### src/rtl/sync_counter_n_pkg.sv
// Shared helpers for the parametrised synchronous counter family.
// Holds the elaboration-time legality test for the terminal modulus.
package sync_counter_n_pkg;

    // A modulus is legal when it spans at least two states and fits in WIDTH bits.
    function automatic bit modulus_ok(input int unsigned width,
                                      input longint unsigned modulus);
        return (modulus >= 64'd2) && (modulus <= (64'd1 << width));
    endfunction

endpackage

### src/rtl/sync_counter_n_tc.sv
// Terminal-count comparator.
// Drives tc_o high at the last state of the count direction:
// MODULUS-1 when counting up, 0 when counting down.
// Ports:
//   q_i   current count
//   up_i  direction (1 = up)
//   tc_o  terminal condition (combinational)
module tc_detect #(
    parameter int unsigned     WIDTH   = 4,
    parameter longint unsigned MODULUS = 64'd1 << WIDTH
) (
    input  logic [WIDTH-1:0] q_i,
    input  logic             up_i,
    output logic             tc_o
);

    localparam logic [WIDTH-1:0] MAX_Q = WIDTH'(MODULUS - 64'd1);

    assign tc_o = up_i ? (q_i == MAX_Q) : (q_i == '0);

endmodule

### src/rtl/sync_counter_n.sv
// Cascadable modulo-MODULUS up/down counter with synchronous clear and load.
// Ports:
//   clk     rising-edge clock
//   rst_n   synchronous active-low clear (wins over load)
//   load_n  synchronous active-low parallel load of d
//   enp     local count enable (does not gate rco)
//   ent     cascade count enable (gates rco)
//   up      direction, 1 = up, 0 = down
//   d       parallel load data
//   q       registered count
//   rco     ripple carry/borrow, combinational: ent & terminal count
module sync_counter_n
    import sync_counter_n_pkg::*;
#(
    parameter int unsigned     WIDTH   = 4,
    parameter longint unsigned MODULUS = 64'd1 << WIDTH
) (
    input  logic             clk,
    input  logic             rst_n,
    input  logic             load_n,
    input  logic             enp,
    input  logic             ent,
    input  logic             up,
    input  logic [WIDTH-1:0] d,
    output logic [WIDTH-1:0] q,
    output logic             rco
);

    localparam logic [WIDTH-1:0] MAX_Q = WIDTH'(MODULUS - 64'd1);

    // Reject an illegal modulus at elaboration.
    if (!modulus_ok(WIDTH, MODULUS)) begin : g_bad_modulus
        $error("sync_counter_n: MODULUS must satisfy 2 <= MODULUS <= 2**WIDTH");
    end

    logic [WIDTH-1:0] cnt_q;
    logic [WIDTH-1:0] cnt_d;
    logic             tc;

    // Next count: load, then enabled up/down step, otherwise hold.
    // Up-count uses >= so an out-of-range loaded value wraps to 0;
    // down-count of an out-of-range value simply decrements toward range.
    always_comb begin
        cnt_d = cnt_q;
        if (!load_n) begin
            cnt_d = d;
        end else if (enp && ent) begin
            if (up) begin
                cnt_d = (cnt_q >= MAX_Q) ? '0 : cnt_q + WIDTH'(1);
            end else begin
                cnt_d = (cnt_q == '0) ? MAX_Q : cnt_q - WIDTH'(1);
            end
        end
    end

    // Count register with 74163-style synchronous clear.
    always_ff @(posedge clk) begin
        if (!rst_n) begin
            cnt_q <= '0;
        end else begin
            cnt_q <= cnt_d;
        end
    end

    tc_detect #(
        .WIDTH   (WIDTH),
        .MODULUS (MODULUS)
    ) u_tc_detect (
        .q_i  (cnt_q),
        .up_i (up),
        .tc_o (tc)
    );

    assign q   = cnt_q;
    assign rco = ent & tc;

endmodule

### config.mk
export PLATFORM = sky130hd
export DESIGN_NAME = sync_counter_n
export DESIGN_NICKNAME = d
export VERILOG_FILES = /design/src/rtl/sync_counter_n_pkg.sv /design/src/rtl/sync_counter_n_tc.sv /design/src/rtl/sync_counter_n.sv
export SDC_FILE = /design/constraint.sdc
export NUM_CORES = 1
export LEC_CHECK = 0
export CORE_AREA = 2 2 39 41
export DETAILED_ROUTE_END_ITERATION = 8
export DIE_AREA = 0 0 41 43
export PLACE_DENSITY = 0.54
export SKIP_LAST_GASP = 1
export SLEW_MARGIN = 20
export SYNTH_ARGS = -nofsm -noshare
export SYNTH_HDL_FRONTEND = slang
export SYNTH_SLANG_ARGS = --single-unit
### constraint.sdc
create_clock -name clk -period 1.55 [get_ports clk]
set_input_delay 0.31 -clock clk [delete_from_list [all_inputs] [get_ports clk]]
set_output_delay 0.31 -clock clk [all_outputs]
set_load 0.01 [all_outputs]
; After elaboration in Yosys (flattened, before gate mapping)
; Cells that the tools add are included.
[word_totals]
reg_bits = 4
elab_cells = 15
out_inout_bits = 5
inputBits = 10
[classes]
addsub = 2
reduce_logical = 2
n_eq_ne = 2
n_mux = 6
bitwise_logic = 1
order_cmp = 1
[ops]
columns = operator, count
row1 = two-way mux 4 bit, 5
row2 = adder 4 x 1 -> 4 bit (second input constant), 1
row3 = == test 4 bit (second input constant), 1
row4 = greater-or-equal comparator 4 bit (second input constant), 1
row5 = logical NOT 4 bit, 1
row6 = subtractor 4 x 1 -> 4 bit (second input constant), 1
row7 = inequality test 2 x 1 -> 1 bit (second input constant), 1
row8 = bitwise AND 1 bit, 1
row9 = logical AND 1 bit, 1
row10 = two-way mux 1 bit, 1

; Longest topological paths before layout
[depth]
depth_word = 5
ltp_mapped = 6

; Modules after synthesis
; Synthesis repeated with hierarchy kept, for this count alone.
[hier_totals]
cells_unflattened = 45
area_unflattened_um2 = 356.6
[by_module_without_submodules]
columns = module, area_per_inst_um2, seq_area_each_um2, cells_each, instances
row1 = sync_counter_n, 332.8, 80.1, 42, 1
row2 = tc_detect, 23.8, 0.0, 3, 1

; Least setup slack after synthesis
; OpenSTA, ideal clock, no wires.
[synth_timing]
kind = register to output
start = reg cnt_q[0], in the netlist q[0]
end = out rco
required_ns = 1.240
stages_incl_launch_ff = 5
path_buffers = 0
t_arrival_ns = 1.375
path_slack_ns = -0.135
cell_sequence = dfxtp_1 -> inv_1 -> ha_1 -> or4b_4 -> a21boi_0
[synth_via]
elab_chain_len = 3
[synth_rtl]
columns = element, line_no
row1 = from (decl), sync_counter_n.sv:36  ; logic [WIDTH-1:0] cnt_q;
row2 = from (signal assigned), sync_counter_n.sv:61  ; cnt_q <= cnt_d;
row3 = == test 4 bit or logical NOT 4 bit (tied branches), sync_counter_n_tc.sv:19  ; assign tc_o = up_i ? (q_i == MAX_Q) : (q_i == '0);
row4 = two-way mux 1 bit *, sync_counter_n_tc.sv:19
row5 = bitwise AND 1 bit *, sync_counter_n.sv:75  ; assign rco = ent & tc;
row6 = to (decl), sync_counter_n.sv:26  ; output logic rco
; Every way passes the cells marked *; elsewhere a longest branch is shown, timed or not.

; Final worst setup path
[layout_timing]
start = reg cnt_q[1], in the netlist q[1]
end = out rco
; Same word-level chain as after synthesis.

==> metrics.md <==
| Metric | Value |
|---|---|
| Clock tree buffer depth | 2 |
| Leak | 0.284 nW |
| Most frequent cells in the layout | buf_4 (13), clkdlybuf4s50_1 (8), a21oi_1 (4), dlygate4sd2_1 (4) |
| Syn Area/Cell | 8.04 um2 |
| Vias per cell | roughly 4.7 |
| Clk pin slew, worst setup/hold paths | roughly 0.04 ns |
| R2R Setup Slk | -0.01 ns |
| Core Area | 1380 um2 |
| Final setup viols | 2 |
| First-pass GRT wire length | 1.54 mm |
| Register bit total from synthesis | 4 |
| Final WS setup | -0.215 ns |
| Antenna violations before repair | 0 |
| DR vias | about 400 |
| Post-Syn Instances | 40 |
| Worst-margin pin slew | 0.246 ns |
| Layout area overhead | 90.7% |
| Startpoint Class | flop |
| WS Path Type | reg2out |
| Die W | 41 um |
| Mapped cell area | between 300 and 400 um2 |
| Maxcap violations | 0 |
| Sequential element share of the synthesized area | 24.9% |
| Largest net degree at the start of global routing | 8 |
| H-Tree Depth | 1 |
| CTS Buf Count | 3 |
| Final Hold Vio Count | 0 |
| Clock skew | 0.00197 ns |
| Distinct cell type count after synthesis | 25 |
| Pre-CTS WS | -0.658 ns |
| Clk Latency, worst-skew pair | 0.23 ns |
| GRT overflow | 0 |
| GP Congestion | 0.742 |
| Drt wl/cell | 10.7 um |
| Remaining DRCs | 0 |
| Die ar. | 1760 um2 |
| Initial DRT Pass Iterations | 4 |
| RSZ-0062 raised after global routing | yes |
| Vias in the first global route | 366 |
| Share of layout cells above drive strength 1 | about two fifths |
| DR iter-0 viols | 8 |
| Initial Util | 23.2% |
| CP Data Arrival Time | roughly 1.5 ns |
| Hold_buf cts | 0 |
| Outcome | finished with violations |
| Routed WL | 910 um |
| Crit share post-route | 114% |
| Final setup TNS | -0.227 ns |
| Final antenna-violating net count | 0 |
| Gr usage total | 13.6% |
| Worst EP required | 1.24 ns |
| CP max FO | 2 |
| Overall power | about 0.0004 W |
| Die H | ~43 um |
| Hold Crit Class | in2reg |
| Final Slew Violations | 0 |
| Most common library cell in the layout ignoring fill and taps | buf_4 |
| Min cycle time layout | 1.77 ns |
| Warning count from the yosys run | 0 |
| Synth Net Count | 52 |
| Crit end category | output port |
| Root Buffer | clkbuf_4 |
| Largest register FFs | 4 |
| Port Buffers | 14 |
| Post-layout nets | 83 |
| Row count | 14 |
| CTS tree | yes |
| Worst IR drop on VDD | 0.236 mV |
| PwrDens | 657 nW/um2 |
| Failing checks | setup timing |
| Clock Sinks | 4 |
| Ports | 15 |
| Slew headroom | roughly 83% |
| Antenna diodes | 0 |
| DP HPWL | 772 um |
| Fmax | 566 MHz |
[synthesized netlist by cell type (all sizes together)]
cell | n | area share, %
inv | 3 | 3.5
mux2i | 1 | 3.1
o31a | 1 | 3.1
o2111ai | 1 | 2.7
o211ai | 1 | 2.3
nor2 | 1 | 1.2
or4b | 1 | 4.3
xnor2 | 2 | 5.4
xor2 | 1 | 2.7
and3 | 1 | 1.9
dfxtp | 4 | 25
nor2b | 1 | 1.9
a21oi | 5 | 7.8
or4 | 1 | 2.3
o21ai | 3 | 4.7
clkbuf | 1 | 1.2
nor3 | 1 | 1.6
o21a | 1 | 2.3
a21boi | 2 | 4.7
nand4 | 2 | 3.9
nand2 | 3 | 3.5
o211a | 1 | 3.1
ha | 2 | 7.8
[cell type report]
type | instances | area, um2
clock buffer | 3 | 22.5
fill | 139 | 771
inverter | 3 | 11.3
multi-input combinational | 32 | 246
sequential | 4 | 82.6
tap | 16 | 20.0
timing repair buffer | 27 | 230
[critical path, cell delays in order, from the launching register on]
cell and delay, ns:
dfxtp_2 0.31, inv_2 0.07, ha_4 0.13, or4b_4 0.46, a21boi_2 0.12, buf_2 0.13
[where the power goes]
group | internal, W | switching [W] | leakage, nW
clock | 0.0000866 | 0.0000425 | 0.0138
combinational | 0.0000904 | 0.0000652 | 0.236
sequential | 0.000113 | 0.00000522 | 0.0338
total | 0.000290 | 0.000113 | 0.284
[kinds of logic (layout without fill, tap and decap cells)]
group                    Yosys count  after routing  share of synthesized area [%]
AND/OR/NAND/NOR                   11             11                           20.6
multiplexers                       1              1                           3.11
adder cells (fa/ha/maj)            2              2                           7.78
XOR/XNOR                           3              3                           8.17
AO/OA/AOI/OAI                     15             15                           30.7
flip-flops                         4              4                           24.9
buffers and inverters              4             33                           4.67
[path summary, 6_finish.rpt]
path                                         from           endpoint  depth (start not counted)
worst max register to register  q[1]$_SDFFE_PN0P_  q[0]$_SDFFE_PN0P_                          7
worst min register to register  q[2]$_SDFFE_PN0P_  q[2]$_SDFFE_PN0P_                          3
worst max-delay path            q[1]$_SDFFE_PN0P_                rco                          5
worst min-delay path                         d[1]  q[1]$_SDFFE_PN0P_                          2
[metal layers]
layer | vias up | global-route usage (%) | share of wire [%]
met3 | 2 | 3.14 | 4.9
met5 | - | 0 | 0
met2 | 12 | 21.3 | 53
met4 | 0 | 12.0 | 1.1
met1 | 181 | 13.8 | 41
li1 | 207 | - | -
[per-stage QoR]
stage | cell area (um2) | hold WS [ns] | utilization, % | instances
after CTS | 599 | 0.679 | 43.3 | 84
final | 613 | 0.687 | 44.3 | 85
after detailed placement | 572 | 0.692 | 41.3 | 81
after global routing | 613 | 0.689 | 44.3 | 85
after floorplan | 325 | 0.445 | - | 40
after global placement | 572 | 0.706 | 41.3 | 81
[timing repair]
item / in CTS / in global routing
endpoints found under the hold margin: 0 / 0
gates resized for setup: 14 / 2
pin swaps: 3 / 2
buffers inserted: 0 / 1
endpoints found under the setup margin: 5 / 3
No activity file was read; power rests on OpenSTA's default activity.
